<file path="src/rtl/ccc_cfg_sequencer.sv">
// Fabric-side sequencer for CCC outputs B/C: holds bypass, applies new dividers,
// qualifies PLL lock with a filter/timeout/retry loop, then releases bypass.
module ccc_cfg_sequencer #(
    parameter int SETTLE_CYCLES = 16,
    parameter int LOCK_FILTER   = 8,
    parameter int LOCK_TIMEOUT  = 65535,
    parameter int MAX_RETRIES   = 3
) (
    input  logic       FAB_CLK,
    input  logic       M2F_RESET_N,
    input  logic       CFG_REQ,
    input  logic [6:0] CFG_FINDIV,
    input  logic [6:0] CFG_FBDIV,
    input  logic [4:0] CFG_OBDIV,
    input  logic [4:0] CFG_OCDIV,
    input  logic       CCC_LOCK,
    output logic       CFG_ACK,
    output logic [6:0] FINDIV,
    output logic [6:0] FBDIV,
    output logic [4:0] OBDIV,
    output logic [4:0] OCDIV,
    output logic       BYPASSB,
    output logic       BYPASSC,
    output logic       BUSY,
    output logic       DONE,
    output logic       LOCKED,
    output logic       ERR,
    output logic [1:0] RETRY_CNT
);

    localparam int SW = $clog2(SETTLE_CYCLES + 1);
    localparam int FW = $clog2(LOCK_FILTER + 1);
    localparam logic [SW-1:0] SETTLE_LAST  = SW'(SETTLE_CYCLES - 1);
    localparam logic [FW-1:0] FILTER_MAX   = FW'(LOCK_FILTER);
    localparam logic [15:0]   TIMEOUT_LAST = 16'(LOCK_TIMEOUT - 1);
    localparam logic [1:0]    RETRY_MAX    = 2'(MAX_RETRIES);

    typedef enum logic [2:0] {
        S_IDLE, S_BYPASS, S_APPLY, S_WAIT_LOCK, S_RELEASE, S_FAIL
    } state_t;

    state_t          state;
    logic            lock_meta, lock_sync;
    logic [SW-1:0]   settle_cnt;
    logic [FW-1:0]   filter_cnt, filter_next;
    logic [15:0]     timeout_cnt;
    logic [6:0]      req_findiv, req_fbdiv;
    logic [4:0]      req_obdiv, req_ocdiv;
    logic            req_valid, filter_match, filter_full;

    assign req_valid = (CFG_FINDIV != '0) && (CFG_FBDIV != '0);

    // One filter serves both directions: runs of LOCK=1 while qualifying,
    // runs of LOCK=0 while monitoring for loss in IDLE.
    // NOTE: every signal driven here gets a value on every path, so no latch is inferred.
    always_comb begin
        filter_match = (state == S_IDLE) ? !lock_sync : lock_sync;
        if (!filter_match)
            filter_next = '0;
        else if (filter_cnt == FILTER_MAX)
            filter_next = filter_cnt;
        else
            filter_next = filter_cnt + 1'b1;
        filter_full = (filter_next == FILTER_MAX);
    end

    // NOTE: all state updates use non-blocking assignments so every register
    // sees the pre-edge values of the others regardless of statement order.
    always_ff @(posedge FAB_CLK or negedge M2F_RESET_N) begin
        if (!M2F_RESET_N) begin
            state       <= S_IDLE;
            lock_meta   <= 1'b0;
            lock_sync   <= 1'b0;
            settle_cnt  <= '0;
            filter_cnt  <= '0;
            timeout_cnt <= '0;
            req_findiv  <= 7'd6;
            req_fbdiv   <= 7'd6;
            req_obdiv   <= 5'd3;
            req_ocdiv   <= 5'd3;
            CFG_ACK     <= 1'b0;
            FINDIV      <= 7'd6;
            FBDIV       <= 7'd6;
            OBDIV       <= 5'd3;
            OCDIV       <= 5'd3;
            BYPASSB     <= 1'b1;
            BYPASSC     <= 1'b1;
            BUSY        <= 1'b0;
            DONE        <= 1'b0;
            LOCKED      <= 1'b0;
            ERR         <= 1'b0;
            RETRY_CNT   <= 2'd0;
        end else begin
            lock_meta <= CCC_LOCK;
            lock_sync <= lock_meta;
            CFG_ACK   <= 1'b0;
            DONE      <= 1'b0;

            case (state)
                S_IDLE: begin
                    filter_cnt <= LOCKED ? filter_next : '0;
                    if (CFG_REQ && req_valid) begin
                        req_findiv <= CFG_FINDIV;
                        req_fbdiv  <= CFG_FBDIV;
                        req_obdiv  <= CFG_OBDIV;
                        req_ocdiv  <= CFG_OCDIV;
                        CFG_ACK    <= 1'b1;
                        ERR        <= 1'b0;
                        LOCKED     <= 1'b0;
                        RETRY_CNT  <= 2'd0;
                        BYPASSB    <= 1'b1;
                        BYPASSC    <= 1'b1;
                        BUSY       <= 1'b1;
                        settle_cnt <= '0;
                        state      <= S_BYPASS;
                    end else begin
                        if (CFG_REQ) begin
                            CFG_ACK <= 1'b1;
                            ERR     <= 1'b1;
                        end
                        if (LOCKED && filter_full) begin
                            LOCKED  <= 1'b0;
                            ERR     <= 1'b1;
                            BYPASSB <= 1'b1;
                            BYPASSC <= 1'b1;
                        end
                    end
                end

                S_BYPASS: begin
                    if (settle_cnt == SETTLE_LAST) begin
                        settle_cnt <= '0;
                        state      <= S_APPLY;
                    end else begin
                        settle_cnt <= settle_cnt + 1'b1;
                    end
                end

                S_APPLY: begin
                    FINDIV      <= req_findiv;
                    FBDIV       <= req_fbdiv;
                    OBDIV       <= req_obdiv;
                    OCDIV       <= req_ocdiv;
                    filter_cnt  <= '0;
                    timeout_cnt <= '0;
                    state       <= S_WAIT_LOCK;
                end

                S_WAIT_LOCK: begin
                    filter_cnt <= filter_next;
                    if (filter_full) begin
                        settle_cnt <= '0;
                        state      <= S_RELEASE;
                    end else if (timeout_cnt == TIMEOUT_LAST) begin
                        if (RETRY_CNT < RETRY_MAX) begin
                            RETRY_CNT  <= RETRY_CNT + 2'd1;
                            settle_cnt <= '0;
                            state      <= S_BYPASS;
                        end else begin
                            state <= S_FAIL;
                        end
                    end else begin
                        timeout_cnt <= timeout_cnt + 16'd1;
                    end
                end

                S_RELEASE: begin
                    if (settle_cnt == SETTLE_LAST) begin
                        BYPASSB    <= 1'b0;
                        BYPASSC    <= 1'b0;
                        LOCKED     <= 1'b1;
                        DONE       <= 1'b1;
                        BUSY       <= 1'b0;
                        filter_cnt <= '0;
                        state      <= S_IDLE;
                    end else begin
                        settle_cnt <= settle_cnt + 1'b1;
                    end
                end

                S_FAIL: begin
                    ERR   <= 1'b1;
                    BUSY  <= 1'b0;
                    state <= S_IDLE;
                end

                default: begin
                    BUSY  <= 1'b0;
                    state <= S_IDLE;
                end
            endcase
        end
    end

endmodule

</file>
<file path="config.mk">
export PLATFORM = sky130hd
export DESIGN_NAME = ccc_cfg_sequencer
export DESIGN_NICKNAME = d
export VERILOG_FILES = /design/src/rtl/ccc_cfg_sequencer.sv
export SDC_FILE = /design/constraint.sdc
export NUM_CORES = 1
export LEC_CHECK = 0
export ABC_CLOCK_PERIOD_IN_PS = 3210
export BUFFER_PORTS_ARGS = -buffer_cell sky130_fd_sc_hd__buf_4
export CORE_ASPECT_RATIO = 1.25
export CORE_UTILIZATION = 60
export DETAILED_ROUTE_END_ITERATION = 10
export PLACE_DENSITY = 0.9
export SYNTH_ARGS = -nofsm -noshare
export SYNTH_HDL_FRONTEND = slang
export SYNTH_SLANG_ARGS = --single-unit
</file>
<file path="constraint.sdc">
create_clock -name FAB_CLK -period 3.21 [get_ports FAB_CLK]
set_input_delay 0.642 -clock FAB_CLK [delete_from_list [all_inputs] [get_ports FAB_CLK]]
set_output_delay 0.642 -clock FAB_CLK [all_outputs]
set_load 0.02 [all_outputs]
</file>
**Yosys cells after proc, flatten, opt, wreduce, memory -nomap -nowiden**

Cells that the tools add are included.

- Flip-flop bits (word level): 86
- Input bits: 28
- Output and inout bits: 33
- Word-level logic and storage cells: 118

- Add/sub/neg operators: 4
- $lt $le $gt $ge: 1
- Equality and inequality tests: 21
- Multiplexer cells: 47
- Bitwise gates (word level): 1
- Reductions and logical operators: 23

Operators with widths:

| operator | count |
|---|---|
| $mux 16 | 2 |
| $pmux 16 s2 | 1 |
| $mux 5 | 6 |
| $pmux 5 s4 | 1 |
| $mux 3 | 6 |
| $add 16x1->16 const B | 1 |
| $eq 16x16->1 const B | 1 |
| $mux 1 | 16 |
| $mux 4 | 4 |
| $pmux 4 s4 | 1 |
| $pmux 3 s5 | 1 |
| $ne 2x2->1 const B | 7 |
| $reduce_bool 7->1 | 2 |
| $reduce_and 5->1 | 2 |
| $reduce_and 3->1 | 3 |
| $eq 4x4->1 const B | 2 |
| $mux 2 | 4 |
| $reduce_bool 2->1 | 4 |
| $reduce_bool 4->1 | 2 |
| $eq 3x2->1 const B | 2 |
| $eq 3x3->1 const B | 2 |
| $ne 3x3->1 const B | 2 |
| $pmux 1 s2 | 3 |
| $reduce_and 2->1 | 3 |
| 17 further kinds | 19 |

**Longest topological paths before layout**

Gate-level depths: netlist of the first run.

- Depth in word-level cells: 8
- Gate-level depth with buffers: 10

**Worst setup path before layout of the first run**

Ideal clock, no wire load.

- Path kind: reg2reg
- Start point: register state[2]
- End point: register timeout_cnt[13]
- Library setup time: 134 ps
- Data arrival time: 1984 ps
- Data required time: 3076 ps
- Slack: 1092 ps
- Stages on the path, launching flop included: 10
- Path buffers: 3
- Period minus slack after synthesis: 2118 ps
- Cell sequence: dfrtp_1 > or3_1 > clkbuf_2 > xnor2_1 > and3_1 > buf_6 > buf_6 > nor4_1 > xnor2_1 > nor2_1

- Word-level cells in the longest chain between the ends: 6
- Elaborated cells on any way between the ends: 11
- Those cells by class: eq/ne (5); mux (3); reduce/logical (3)

RTL lines:

| what | RTL line | RTL |
|---|---|---|
| from (decl) | 42 | `state_t state;` |
| from (signal assigned) | 71 | `state <= S_IDLE;` |
| from (signal assigned) | 115 | `state <= S_BYPASS;` |
| from (signal assigned) | 133 | `state <= S_APPLY;` |
| $logic_not 3->1 | 57 | `filter_match = (state == S_IDLE) ? !lock_sync : lock_sync;` |
| $mux 1 | 57 |  |
| $mux 4 | 58 | `if (!filter_match)` |
| $eq 4x4->1 | 64 | `filter_full = (filter_next == FILTER_MAX);` |
| $ne 2x2->1 (no source line) | n/a |  |
| $reduce_and 3->1 (no source line) | n/a |  |
| to (signal assigned) | 163 | `timeout_cnt <= timeout_cnt + 16'd1;` |
| to (decl) | 46 | `logic [15:0] timeout_cnt;` |

Parallel ways exist; a longest one is shown, timed or not.
A chain may end at the register's enable or synchronous reset.

**Final worst setup path of the first run**

- Start point: register state[2]
- End point: register settle_cnt[3]

- Word-level cells in the longest chain between the ends: 6
- Elaborated cells on any way between the ends: 15
- Those cells by class: eq/ne (8); mux (4); reduce/logical (3)

RTL lines:

| what | RTL line | RTL |
|---|---|---|
| $logic_not 3->1 | 57, 99 |  |
| $mux 1 | 57 |  |
| $mux 4 | 58 |  |
| $eq 4x4->1 | 64 |  |
| $ne 3x3->1 (no source line) or $mux 5 (tied branches) | n/a |  |
| $reduce_and 5->1 (no source line) or $pmux 5 s4 (tied branches) | n/a |  |
| to (signal assigned) | 135 | `settle_cnt <= settle_cnt + 1'b1;` |
| to (signal assigned) | 177 | `settle_cnt <= settle_cnt + 1'b1;` |
| to (decl) | 44 | `logic [SW-1:0] settle_cnt;` |

Parallel ways exist; a longest one is shown, timed or not.

==> results of run 1 <==
how the worst max path moves through the flow:
| stage | start | to | slack [ns] | cells past startpoint |
|---|---|---|---|---|
| 6_report | state[2]$_DFFE_PN0P_ | settle_cnt[3]$_DFFE_PN0P_ | 0.44 | 6 |
| 3_5_place_dp | state[2]$_DFFE_PN0P_ | settle_cnt[3]$_DFFE_PN0P_ | 0.49 | 6 |
| 4_1_cts | state[2]$_DFFE_PN0P_ | settle_cnt[3]$_DFFE_PN0P_ | 0.47 | 6 |
| 3_3_place_gp | state[2]$_DFFE_PN0P_ | settle_cnt[3]$_DFFE_PN0P_ | 0.64 | 6 |
| 2_1_floorplan | state[2]$_DFFE_PN0P_ | timeout_cnt[13]$_DFFE_PN0P_ | 1.09 | 9 |
| 5_1_grt | state[2]$_DFFE_PN0P_ | settle_cnt[3]$_DFFE_PN0P_ | 0.28 | 6 |
cells by family after synthesis:
kind of cell / share of synthesized area, %
AO/OA/AOI/OAI: 8.31
flip-flops: 54.1
multiplexers: 13.4
XOR/XNOR: 3.70
buffers and inverters: 3.55
AND/OR/NAND/NOR: 14.4
adder cells (fa/ha/maj): 2.49
metal layers:
metal	part of all wire, %	up-vias
met3	4.0	23
met2	53	90
met1	40	1443
met5	0	-
met4	2.7	0
li1	-	1343
cell usage in the layout (no fill, tap or decap), types with 2 or more instances in the layout:
cell        synthesis  final
dfrtp_1            69     69
buf_4               1     63
mux2_2             48     48
nor2_1             29     28
nand2_1            27     27
dfstp_2            17     17
inv_1              16     16
nand3_1            15     15
o21ai_0            15     15
xor2_1             10     10
clkbuf_8            0      9
ha_1                8      8
nor3_1              7      7
xnor2_1             7      7
nor4_1              6      6
a21oi_1             6      6
nand4_1             5      5
nor4b_1             4      4
and3_1              3      3
and2_1              3      3
a22o_1              3      3
o31ai_1             3      3
or3_1               2      2
and2b_2             2      2
nor2b_1             2      2
a31oi_1             2      2
a21boi_0            2      2
clkinvlp_4          0      2
flip-flops by register name (all words and copies together) (netlist names), 2 cells and up:
signal,count
filter_cnt,4
RETRY_CNT,2
timeout_cnt,16
settle_cnt,5
req_findiv,7
req_ocdiv,5
FBDIV,7
req_fbdiv,7
req_obdiv,5
OCDIV,5
FINDIV,7
OBDIV,5
state,3
power by group through the flow:
stage               Combinational [mW]  Clock, mW  Sequential (mW)
floorplan                        0.735          0             1.83
global placement                  1.20          0             1.72
detailed placement                1.26          0             1.77
CTS                               1.28      0.773             1.75
global route                      1.38      0.821             1.80
finish                            1.27      0.772             1.76
layout make-up:
class,count,share of cell area (%)
clock buffers,10,2.70
clock inverters,6,1.49
inverters,16,1.27
multi-input cells,232,36.1
flip-flops and latches,86,46.1
well taps,87,2.31
repair buffers,63,10.0
through the flow:
step                instance area, um^2  hold WS [ns]  total power, mW
finish                             4720         0.350             3.80
detailed placement                 4520         0.340             3.03
global route                       4720         0.371             4.00
CTS                                4720         0.358             3.80
global placement                   4520         0.333             2.92
floorplan                          4020         0.331             2.56
worst max-delay path, cell delays in order, from the launching register on:
cell and delay, ns:
dfrtp_1 0.55, or3_1 0.55, xnor2_1 0.23, and3_1 0.57, o221ai_4 0.29, or4_1 0.46, nand2_1 0.07
==> flow_summary.yaml, run 1 <==
run_status:
  status: "completed"
finish:
  layout.cells.non_filler: 500
  antenna_cells: 0
  final_layout_size_suffix_gt1_share_pct: 37.0
  area_delta_synth_final_pct: 17.4
  seq_area_um2: 2170
  fillers: 435
  num-nets-final: 444
  final_core_util_pct: 72.3
  multi_input_area_um2: 1710
placed_design:
  dp_slack_ns: 0.487
  port_buffers: 60
  dp_hpwl_mm: 6.07
  dp.cells: 484
  place_congestion: 0.839
timing:
  tightest_slew_ns: 1.03
  fin_setup_tns_ns: 0
  finalCriticalPeriod_ns: 2.77
  rsz0062_at_grt: "false"
  layout_setup_ws_ns: 0.439
  setup_violations: 0
  fmax_ghz: 0.361
  fin_skew_ns: 0.0103
  finalHoldViolations: 0
  relSlewSlack_pct: 31.1
  slew_viol_final: 0
  fin_crit_sh_pct: 86.3
global_routing:
  grt_start_max_net_pins: 87
  grt_pass1_wl_mm: 14.3
  met2_usage_pct: 46.6
  met3_usage_pct: 5.39
  met1_usage_pct: 32.9
  busiest_layer: "met2"
  grt_use_total_pct: 27.5
  gr-total-overflow: 0
  antenna_found_initial: 0
  grt_pass1_vias: 3097
critical_path:
  r2r_end: "settle_cnt[3]$_DFFE_PN0P_"
  arrival_ns: 3.08
  critPathLaunchType: "flip-flop"
  crit_type: "reg2reg"
  rr_worst_depth: 6
  cp_max_fo: 16
  r2r_start: "state[2]$_DFFE_PN0P_"
  crit_path_end_kind: "flip-flop"
  crit_required_ns: 3.52
  rrSetupSlack_ns: 0.44
detailed_routing:
  wl_mm: 8.68
  dr.pass1.iters: 4
  dr_total_vias: 2899
  vias_per_cell: 5.80
  drt_iter0_drc: 154
  avgRoutedWirePerCell_um: 17.4
  ant_nets: 0
  route.detailed.drc: 0
power_and_ir_drop:
  power.leakage_nw: 2.18
  p_per_area_nw_per_um2: 806
  seq_power_share_pct: 46.2
  p_int_mw: 2.47
  p_comb_share_pct: 33.5
  ir_worst_vdd_mv: 0.597
  switchingPower_mw: 1.33
  switching_share_pct: 35.1
  clockPowerShare_pct: 20.3
yosys:
  synth_edf_count: 0
  syn_area_per_cell_um2: 11.5
  async_flop_share_pct: 100
  yosysWarnings: 0
  ys_ff_latch: 86
  seq_area_frac_synth_pct: 54.1
  synth_cells: 348
  ys_types: 54
  synth_fp_nets: 384
  synthTopCellsByCount: "dfrtp_1 (69), mux2_2 (48), nor2_1 (29), nand2_1 (27), dfstp_2 (17)"
  synth_top_area_share_pct: 43.0
  synthFlopType: "dfrtp_1"
  syn_area_um2: 4020
  synth.top_cells.by_area: "dfrtp_1 (43%), mux2_2 (13%), dfstp_2 (11%), nor2_1 (2.7%), nand2_1 (2.5%)"
  yosysMostFrequentCell: "dfrtp_1"
  synth.largest_area_cell: "dfrtp_1"
clocking:
  postCtsSetupBuffers: 0
  cts_buffer_depth: 2
  root_buffer: "clkbuf_8"
  clock_latency_ns: 0.37
  holdBufCountCts: 0
  cts_made_buffers: 9
  path_clk_slew_ns: 0.09
  cts_resized: 0
  htreeDepth: 3
  cts.sinks: 86
  cts_tree: "yes"
floorplan:
  start_util_pct: 61.6
  rows: 33
  die_x_um: 75.2
  die_h_um: 93.5
  boundaryPins: 61
  core_area_um2: 6520
  dieArea_um2: 7030
hold_path:
  whs_endpoint: "lock_sync$_DFF_PN0_"
  min_from: "lock_meta$_DFF_PN0_"
  whs_path_depth: 0
  hp-class: "reg2reg"
job:
  drv_cap: 0
No activity file was read; power rests on OpenSTA's default activity.
==> run 2: changes to the inputs <==
- PLACE_DENSITY: 0.9 -> not set
- PLACE_DENSITY_LB_ADDON: not set -> 0.12
==> run 2 against run 1 <==
Total power up 2.8%. Via count decreased by 3.1%. Hold slack worse by 0.0019 ns. Wire length is 8.6% lower. Combinational power is essentially flat. Largest power group unchanged. Clock power rose by 20%.
==> flow_summary.yaml, run 2 (synthesis results as in run 1) <==
placed_design:
  port_buffers: 60
  dp_hpwl_mm: 5.34
  dp.cells: 484
  place_congestion: 0.827
  placed_cell_area_um2: 4540
finish:
  final_layout_size_suffix_gt1_share_pct: 37.0
  layout_commonest_cell: "dfrtp_1"
  antenna_cells: 0
  area_delta_synth_final_pct: 19.0
  num-nets-final: 444
  layout.cells.non_filler: 500
  largest_reg_flops: 16
  largest_register: "timeout_cnt"
  final_cell_mix: "dfrtp_1 (69), buf_4 (62), mux2_2 (48)"
  final_cell_area_um2: 4780
  fillers: 500
critical_path:
  crit_type: "reg2reg"
  crit_path_end_kind: "flip-flop"
  crit_required_ns: 3.51
  critPathLaunchType: "flip-flop"
  rr_worst_depth: 6
  r2r_end: "settle_cnt[3]$_DFFE_PN0P_"
  r2r_start: "state[2]$_DFFE_PN0P_"
  arrival_ns: 3.00
  crit_start: "state[2]$_DFFE_PN0P_"
  endpoint: "settle_cnt[3]$_DFFE_PN0P_"
  cp_max_fo: 16
  rrSetupSlack_ns: 0.51
detailed_routing:
  ant_nets: 0
  vias_per_cell: 5.62
  drt_iter0_drc: 143
  avgRoutedWirePerCell_um: 15.9
  dr_total_vias: 2810
  wl_mm: 7.94
  dr.pass1.iters: 6
  route.detailed.drc: 0
run_status:
  status: "completed"
timing:
  relSlewSlack_pct: 30.5
  fin_crit_sh_pct: 84.2
  setup_violations: 0
  fin_setup_tns_ns: 0
  fmax_ghz: 0.370
  fin_skew_ns: 0.0126
  finalCriticalPeriod_ns: 2.70
  slew_viol_final: 0
  rsz0062_at_grt: "false"
  fin_hold_ws_ns: 0.348
  tightest_slew_ns: 1.04
  finalHoldViolations: 0
floorplan:
  start_util_pct: 61.6
  rows: 33
  die_h_um: 93.5
  core_area_um2: 6520
  die_x_um: 75.2
  dieArea_um2: 7030
  boundaryPins: 61
clocking:
  root_buffer: "clkbuf_8"
  cts.sinks: 86
  postCtsSetupBuffers: 0
  cts_buffer_depth: 2
  cts_made_buffers: 9
  path_clk_slew_ns: 0.09
  cts_tree: "yes"
  holdBufCountCts: 0
  clock_latency_ns: 0.36
  htreeDepth: 3
  cts_resized: 0
global_routing:
  grt_pass1_vias: 2819
  met3_usage_pct: 6.25
  met1_usage_pct: 28.7
  met2_usage_pct: 41.1
  grt_pass1_wl_mm: 12.6
  gr-total-overflow: 0
  busiest_layer: "met2"
  grt_start_max_net_pins: 87
  grt_use_total_pct: 24.1
  antenna_found_initial: 0
power_and_ir_drop:
  p_per_area_nw_per_um2: 817
  power.leakage_nw: 2.20
  ir_worst_vdd_mv: 0.640
hold_path:
  hp-class: "reg2reg"
job:
  drv_cap: 0
==> run 2: cell types whose count changed in the layout (fill, tap and decap cells not counted), sizes merged <==
cell and change:
clkinv -1, bufinv +2, clkinvlp -1
==> run 2: worst max-delay path, cell delays in order (launching register included) <==
cell	delay (ns)
dfrtp_1	0.55
or3_1	0.56
xnor2_1	0.20
and3_1	0.56
o221ai_4	0.27
or4_1	0.44
nand2_1	0.08
==> run 2: how the worst min path moves through the flow <==
stage | start | to | slack, ns | cells past startpoint
5_1_grt | lock_meta$_DFF_PN0_ | lock_sync$_DFF_PN0_ | 0.35 | 0
4_1_cts | lock_meta$_DFF_PN0_ | lock_sync$_DFF_PN0_ | 0.35 | 0
3_3_place_gp | lock_meta$_DFF_PN0_ | lock_sync$_DFF_PN0_ | 0.33 | 0
2_1_floorplan | lock_meta$_DFF_PN0_ | lock_sync$_DFF_PN0_ | 0.33 | 0
6_report | lock_meta$_DFF_PN0_ | lock_sync$_DFF_PN0_ | 0.35 | 0
3_5_place_dp | lock_meta$_DFF_PN0_ | lock_sync$_DFF_PN0_ | 0.34 | 0
==> run 2: per-stage QoR <==
step           utilization, %  setup WS, ns  power [mW]
4_1_cts                  73.3         0.495        3.94
6_report                 73.3         0.508        3.91
3_3_place_gp             69.6         0.613        2.92
2_1_floorplan               -          1.09        2.56
3_5_place_dp             69.6         0.529        3.00
5_1_grt                  73.3         0.332        4.12
==> run 2: final cells by class <==
type | count | area [um^2] | share of cell area [%]
flip-flops and latches | 86 | 2170 | 45.4
multi-input cells | 232 | 1710 | 35.8
repair buffers | 63 | 485 | 10.1
clock buffers | 10 | 128 | 2.67
clock inverters | 6 | 118 | 2.46
well taps | 87 | 109 | 2.28
inverters | 16 | 60.1 | 1.26
==> run 2: report_power, final <==
part / internal, mW / total (mW) / switching, mW
sequential: 1.49 / 1.73 / 0.240
combinational: 0.614 / 1.25 / 0.639
clock: 0.526 / 0.928 / 0.402
==> run 2: layer usage <==
metal / routed length (um) / up-vias
met5: 0 / -
met4: 159 / 0
met3: 351 / 16
met2: 4080 / 64
met1: 3340 / 1382
li1: - / 1348
